--- src/rtl/riscv_pkg.sv ---
// Shared branch-unit definitions: funct3 branch codes, PC-controller FSM encoding and
// the branch-condition decode helper.
package riscv_pkg;

    localparam logic [2:0] F3_BEQ  = 3'b000;
    localparam logic [2:0] F3_BNE  = 3'b001;
    localparam logic [2:0] F3_BLT  = 3'b100;
    localparam logic [2:0] F3_BGE  = 3'b101;
    localparam logic [2:0] F3_BLTU = 3'b110;
    localparam logic [2:0] F3_BGEU = 3'b111;

    typedef enum logic [1:0] {
        ST_RUN    = 2'd0,
        ST_SHADOW = 2'd1,
        ST_TRAP   = 2'd2
    } pc_state_t;

    // Funct3 010/011 are not branch encodings and never resolve as taken.
    function automatic logic br_cond(input logic [2:0] funct3,
                                     input logic       less,
                                     input logic       equal);
        logic cond;
        cond = 1'b0;
        case (funct3)
            F3_BEQ:           cond = equal;
            F3_BNE:           cond = ~equal;
            F3_BLT, F3_BLTU:  cond = less;
            F3_BGE, F3_BGEU:  cond = ~less;
            default:          cond = 1'b0;
        endcase
        return cond;
    endfunction

endpackage

--- src/rtl/br_target_gen.sv ---
// Combinational branch resolution: condition decode, redirect request, target address
// and target misalignment detection.
module br_target_gen
    import riscv_pkg::*;
#(
    parameter int XLEN = 32
) (
    input  logic            i_is_branch,
    input  logic            i_is_jal,
    input  logic            i_is_jalr,
    input  logic [2:0]      i_funct3,
    input  logic [XLEN-1:0] i_pc_d,
    input  logic [XLEN-1:0] i_imm_d,
    input  logic [XLEN-1:0] i_rs1_data,
    input  logic            i_br_less,
    input  logic            i_br_equal,
    output logic            o_taken,
    output logic            o_jump_req,
    output logic [XLEN-1:0] o_target,
    output logic            o_misaligned
);

    localparam logic [XLEN-1:0] JALR_MASK = {{(XLEN-1){1'b1}}, 1'b0};

    logic [XLEN-1:0] w_pc_rel;
    logic [XLEN-1:0] w_reg_rel;

    assign o_taken    = i_is_branch & br_cond(i_funct3, i_br_less, i_br_equal);
    assign o_jump_req = o_taken | i_is_jal | i_is_jalr;

    // Both sums wrap naturally at XLEN bits.
    assign w_pc_rel  = i_pc_d + i_imm_d;
    assign w_reg_rel = (i_rs1_data + i_imm_d) & JALR_MASK;

    assign o_target     = i_is_jalr ? w_reg_rel : w_pc_rel;
    assign o_misaligned = |o_target[1:0];

endmodule

--- src/rtl/pc_branch_ctrl.sv ---
// Decode-stage branch resolution and fetch-PC owner with redirect flush and sticky
// misaligned-target trap. Define BRANCH_STATS_EN to add branch/taken statistics counters.
module pc_branch_ctrl
    import riscv_pkg::*;
#(
    parameter logic [31:0] RESET_PC = 32'h0000_0000,
    parameter int          XLEN     = 32,
    parameter int          STAT_W   = 32
) (
    input  logic              i_clk,
    input  logic              i_rst_n,
    input  logic              i_stall,
    input  logic              i_valid_d,
    input  logic              i_is_branch,
    input  logic              i_is_jal,
    input  logic              i_is_jalr,
    input  logic [2:0]        i_funct3,
    input  logic [XLEN-1:0]   i_pc_d,
    input  logic [XLEN-1:0]   i_imm_d,
    input  logic [XLEN-1:0]   i_rs1_data,
    input  logic              i_br_less,
    input  logic              i_br_equal,
    output logic              o_br_un,
    output logic [XLEN-1:0]   o_pc,
    output logic [XLEN-1:0]   o_pc_plus4,
    output logic              o_flush_fd,
    output logic              o_trap,
    output logic [XLEN-1:0]   o_trap_pc
`ifdef BRANCH_STATS_EN
    ,
    output logic [STAT_W-1:0] o_br_count,
    output logic [STAT_W-1:0] o_taken_count
`endif
);

    pc_state_t       r_state;
    logic [XLEN-1:0] r_pc;
    logic            r_trap;
    logic [XLEN-1:0] r_trap_pc;

    logic            w_taken;
    logic            w_jump_req;
    logic [XLEN-1:0] w_target;
    logic            w_misaligned;
    logic [XLEN-1:0] w_pc_plus4;
    logic            w_redirect;

    br_target_gen #(.XLEN(XLEN)) u_target (
        .i_is_branch  (i_is_branch),
        .i_is_jal     (i_is_jal),
        .i_is_jalr    (i_is_jalr),
        .i_funct3     (i_funct3),
        .i_pc_d       (i_pc_d),
        .i_imm_d      (i_imm_d),
        .i_rs1_data   (i_rs1_data),
        .i_br_less    (i_br_less),
        .i_br_equal   (i_br_equal),
        .o_taken      (w_taken),
        .o_jump_req   (w_jump_req),
        .o_target     (w_target),
        .o_misaligned (w_misaligned)
    );

    assign w_pc_plus4 = r_pc + XLEN'(4);
    // Only RUN may redirect: in SHADOW the decode slot holds the squashed bubble.
    assign w_redirect = i_valid_d & ~i_stall & (r_state == ST_RUN) & w_jump_req;

    assign o_br_un    = i_funct3[1];
    assign o_pc       = r_pc;
    assign o_pc_plus4 = w_pc_plus4;
    assign o_flush_fd = w_redirect | (r_state == ST_TRAP);
    assign o_trap     = r_trap;
    assign o_trap_pc  = r_trap_pc;

    // NOTE: state registers use non-blocking assignments so every flop samples the
    // pre-edge values regardless of statement order.
    always_ff @(posedge i_clk or negedge i_rst_n) begin
        if (!i_rst_n) begin
            r_state   <= ST_RUN;
            r_pc      <= RESET_PC[XLEN-1:0];
            r_trap    <= 1'b0;
            r_trap_pc <= '0;
        end else begin
            case (r_state)
                ST_RUN: begin
                    if (!i_stall) begin
                        if (w_redirect && w_misaligned) begin
                            r_state   <= ST_TRAP;
                            r_trap    <= 1'b1;
                            r_trap_pc <= w_target;
                        end else if (w_redirect) begin
                            r_pc    <= w_target;
                            r_state <= ST_SHADOW;
                        end else begin
                            r_pc <= w_pc_plus4;
                        end
                    end
                end
                ST_SHADOW: begin
                    if (!i_stall) begin
                        r_pc    <= w_pc_plus4;
                        r_state <= ST_RUN;
                    end
                end
                ST_TRAP: begin
                    r_trap <= 1'b1;
                end
                default: begin
                    r_state <= ST_RUN;
                end
            endcase
        end
    end

`ifdef BRANCH_STATS_EN
    logic [STAT_W-1:0] r_br_count;
    logic [STAT_W-1:0] r_taken_count;
    logic              w_br_resolved;

    assign w_br_resolved = i_valid_d & ~i_stall & (r_state == ST_RUN) & i_is_branch;

    always_ff @(posedge i_clk or negedge i_rst_n) begin
        if (!i_rst_n) begin
            r_br_count    <= '0;
            r_taken_count <= '0;
        end else if (w_br_resolved) begin
            r_br_count <= r_br_count + STAT_W'(1);
            if (w_taken) begin
                r_taken_count <= r_taken_count + STAT_W'(1);
            end
        end
    end

    assign o_br_count    = r_br_count;
    assign o_taken_count = r_taken_count;
`endif

endmodule
--- config.mk ---
export PLATFORM = sky130hd
export DESIGN_NAME = pc_branch_ctrl
export DESIGN_NICKNAME = d
export VERILOG_FILES = /design/src/rtl/riscv_pkg.sv /design/src/rtl/br_target_gen.sv /design/src/rtl/pc_branch_ctrl.sv
export SDC_FILE = /design/constraint.sdc
export NUM_CORES = 1
export LEC_CHECK = 0
export BUFFER_PORTS_ARGS = -buffer_cell sky130_fd_sc_hd__buf_2
export CORE_ASPECT_RATIO = 1.75
export CORE_MARGIN = 1.5
export CORE_UTILIZATION = 45
export CTS_CLUSTER_SIZE = 14
export DETAILED_ROUTE_END_ITERATION = 7
export GPL_TIMING_DRIVEN = 0
export PLACE_DENSITY = 0.78
export SLEW_MARGIN = 0
export SYNTH_ARGS = -nofsm -noshare
export SYNTH_HDL_FRONTEND = slang
export SYNTH_SLANG_ARGS = --single-unit
--- constraint.sdc ---
create_clock -name i_clk -period 2.6 [get_ports i_clk]
set_input_delay 0.52 -clock i_clk [delete_from_list [all_inputs] [get_ports i_clk]]
set_output_delay 0.52 -clock i_clk [all_outputs]
set_load 0.05 [all_outputs]
==> summary.md <==
## Run status
• **outcome** finished with violations
• **violated checks** setup timing

## STA
• **unrepaired setup endpoints after global routing** yes
• **shortest period the worst path allows** 2.900 ns
• **clock skew after layout** 0.01086 ns
• **pin slew with the least headroom to its limit** 0.8842 ns
• **post-route worst setup slack** -0.2995 ns
• **maximum clock rate** 0.3449 GHz
• **total setup violations reported at the end of the flow** 31
• **Period Utilization, post-route** 1.115
• **summed negative setup slack over all endpoints** -3.421 ns
• **headroom to the max-slew limit** 0.4106
• **Final Max Tran Viols** 0
• **Hold Violations, Final** 0

## Synthesis
• **Synth area leader** sky130_fd_sc_hd__dfrtp_1
• **cell types with the largest area share after synthesis** sky130_fd_sc_hd__dfrtp_1 (23%), sky130_fd_sc_hd__ha_1 (11%), sky130_fd_sc_hd__nand2_1 (7.0%)
• **top cell type's share of synthesized area** 0.2308
• **post-synthesis instance area** 0.007266 mm²
• **number of cells produced by synthesis** 952
• **count leader, synth** sky130_fd_sc_hd__nand2_1
• **EDFF count, synth** 0
• **most used flip-flop cell after synthesis** sky130_fd_sc_hd__dfrtp_1
• **share of synthesized area occupied by flip-flops and latches** 0.2308
• **mean instance size in the synthesized netlist** 7.632 µm²
• **flops & latches, synth** 67
• **Net Count, Synth** 1124
• **Netlist cell types** 76
• **cell types with the highest counts after synthesis** sky130_fd_sc_hd__nand2_1 (136), sky130_fd_sc_hd__a21oi_1 (97), sky130_fd_sc_hd__o21ai_0 (73), sky130_fd_sc_hd__nor2_1 (68), sky130_fd_sc_hd__dfrtp_1 (67)
• **Async SR Flop Fraction** 1.000
• **Ys Warns** 0

## Floorplanning
• **die width** 99.06 µm
• **Initial Utilization** 0.4577
• **core box area** 0.01588 mm²
• **Die Y** 171.1 µm
• **row cnt** 61
• **Die ar.** 0.01695 mm²
• **# IOs** 207

## Global route
• **GRT Total Usage** 0.3339
• **first-pass GRT wire length** 44490 µm
• **via count of the first global-routing pass** 8823
• **number of antenna violations at the first check in global routing** 0
• **maximum number of pins on one net before global-route repair** 68
• **total grt overflow** 0

## Final layout
• **layout cell share with drive strength beyond 1** 0.4466
• **final net count** 1441
• **final antenna diode count** 0
• **layout overhead on the synthesized area** 57.24%

## Clock network
• **clk sink count** 67
• **count of hold buffers inserted by post-cts repair** 0
• **number of H-tree branching levels** 3
• **Skew-Pair Late Insertion Delay** 0.34 ns
• **TritonCTS clock tree** done
• **clock slew at the register clock pins of the worst setup and hold paths** 0.05 ns
• **number of buffers created by CTS** 9
• **Max clock buf depth** 2
• **root buffer cell** sky130_fd_sc_hd__clkbuf_16

## Place
• **Port-buffer cells** 206
• **RD Place Congestion** 0.9624
• **dpl hpwl** 20500 µm
• **Post-Place Setup Slack** -1.019 ns

## Flow run
• **MaxCap Viol Count** 0

## Power
• **Max VDD drop** 0.0007871 V
• **post-layout total power** 10.07 mW
• **Pint** 4.543 mW
• **Seq pwr share** 0.202
• **Static Leak** 5.283 nW
• **switching part of the total power** 0.5486
• **part of the power in the clock network** 0.134
• **power share of the combinational group** 0.663
• **power per cell area** 881.0 mW/mm²
• **Net Switching** 5.522 mW

## Setup path
• **Critical Path Source** i_imm_d[17]
• **required time of the critical path** 2.81 ns
• **Max FO, Critical Path** 3
• **critical path capture point type** register
• **worst setup path category** input pin to register
• **launching point of the worst reg2reg path** r_state[1]
• **category of the worst setup path launch point** input pin
• **endpoint arrival time on the critical path** 3.11 ns

## Routing
• **routed length per instance** 21.17 µm
• **post-detailed-route DRC marker count** 0
• **Routed Antenna Nets** 0
• **WL met3** 2194 µm
• **met2 wire length** 16290 µm
• **wl on met1** 9897 µm
• **total length of routed wires** 30970 µm
• **drt first pass iters** 8
• **number of vias per cell** 6.341
• **total number of vias** 9277
• **top layer in use** met4
• **Initial DRC Count** 782

## Min path
• **worst hold path type** input pin to async pin

[power groups by stage]
stage	registers [mW]	clock network, mW	logic, mW
after floorplan	3.46	0	2.68
after global placement	2.07	0	5.36
after detailed placement	2.09	0	5.43
after CTS	1.99	1.34	6.19
after global routing	2.07	1.39	6.97
final	2.04	1.35	6.68
[cells by family (layout without fill, tap and decap cells)]
| logic type | after synthesis | count (layout) | share of synthesized area |
|---|---|---|---|
| xor gates and xnor gates | 74 | 74 | 0.08920 |
| DFF | 67 | 67 | 0.2308 |
| and+or+nand+nor | 349 | 349 | 0.2308 |
| buffers and inverters | 67 | 389 | 0.03909 |
| muxes | 15 | 15 | 0.02118 |
| adders and majority gates | 64 | 64 | 0.1123 |
| AOI/OAI and AO/OA | 316 | 316 | 0.2767 |
[worst max-delay path, cell delays in order]
cell and delay [ns]:
sky130_fd_sc_hd__buf_2 0.14, sky130_fd_sc_hd__ha_4 0.23, sky130_fd_sc_hd__and3_4 0.19, sky130_fd_sc_hd__a221oi_2 0.24
sky130_fd_sc_hd__o21ai_1 0.11, sky130_fd_sc_hd__a221oi_2 0.32, sky130_fd_sc_hd__o21ai_2 0.13, sky130_fd_sc_hd__a221o_4 0.43
sky130_fd_sc_hd__mux2i_1 0.13, sky130_fd_sc_hd__or4_4 0.45, sky130_fd_sc_hd__o21ai_2 0.16, sky130_fd_sc_hd__a21oi_2 0.06
[per-stage QoR]
stage,hold WS (ns),utilization,std cells,instance area [µm²]
6_report,0.2789,0.7197,1463,11420
4_1_cts,0.3331,0.6732,1423,10690
3_3_place_gp,0.4521,0.5765,1347,9151
2_1_floorplan,0.2244,-,952,7884
3_5_place_dp,0.4549,0.5766,1347,9154
5_1_grt,0.3498,0.7197,1463,11420
[layout make-up]
cell class / instances / area (µm²)
Inverter: 14 / 55.05
Sequential cell: 67 / 1700
Multi-Input combinational cell: 818 / 6734
Timing Repair Buffer: 321 / 2170
Fill cell: 1084 / 4451
Clock buffer: 12 / 256.5
Buffer: 38 / 200.2
Tap cell: 189 / 236.5
Clock inverter: 4 / 72.57
[flip-flops by register name, indices dropped and copies added (netlist names)]
| signal | count |
|---|---|
| o_pc | 32 |
| o_trap | 1 |
| o_trap_pc | 32 |
| r_state | 2 |
[per-layer routing]
| metal | vias to the layer above | track usage |
|---|---|---|
| li1 | 4111 | - |
| met1 | 4370 | 0.3417 |
| met2 | 588 | 0.6165 |
| met3 | 208 | 0.03472 |
| met4 | 0 | 0.2529 |
| met5 | - | 0 |
[layout by cell type, fill, tap and decap left out, drive strengths merged, types with 5 or more instances in the layout]
cell and count:
a211oi 7, a21o 37, a21oi 99, a221oi 6, a31oi 15, and2 9, and3 20, buf 334
clkbuf 37, dfrtp 67, ha 62, inv 14, mux2i 12, nand2 136, nand2b 14, nand3 33
nand4 18, nor2 70, nor2b 7, nor3 15, nor3b 5, nor4 6, o211ai 13, o21a 13
o21ai 82, o31ai 11, xnor2 42, xor2 32
[final timing paths]
| path | endpoint | slack [ns] | depth (start not counted) |
|---|---|---|---|
| setup / recovery | o_pc[25] | -0.30 | 12 |
| hold / removal | o_pc[9] | 0.28 | 1 |
| setup reg to reg | o_pc[17] | 0.13 | 9 |
| hold reg to reg | o_trap | 0.47 | 1 |
| max in group asynchronous | o_pc[24] | 1.65 | 1 |
| min in group i_clk | o_trap | 0.47 | 1 |
[timing repair]
action,in CTS,in global routing
endpoints found under the setup margin,80,74
cloned,0,0
pin swaps,88,92
buffers inserted,74,42
gates resized for setup,177,116
Power figures use the tool's default switching activity.
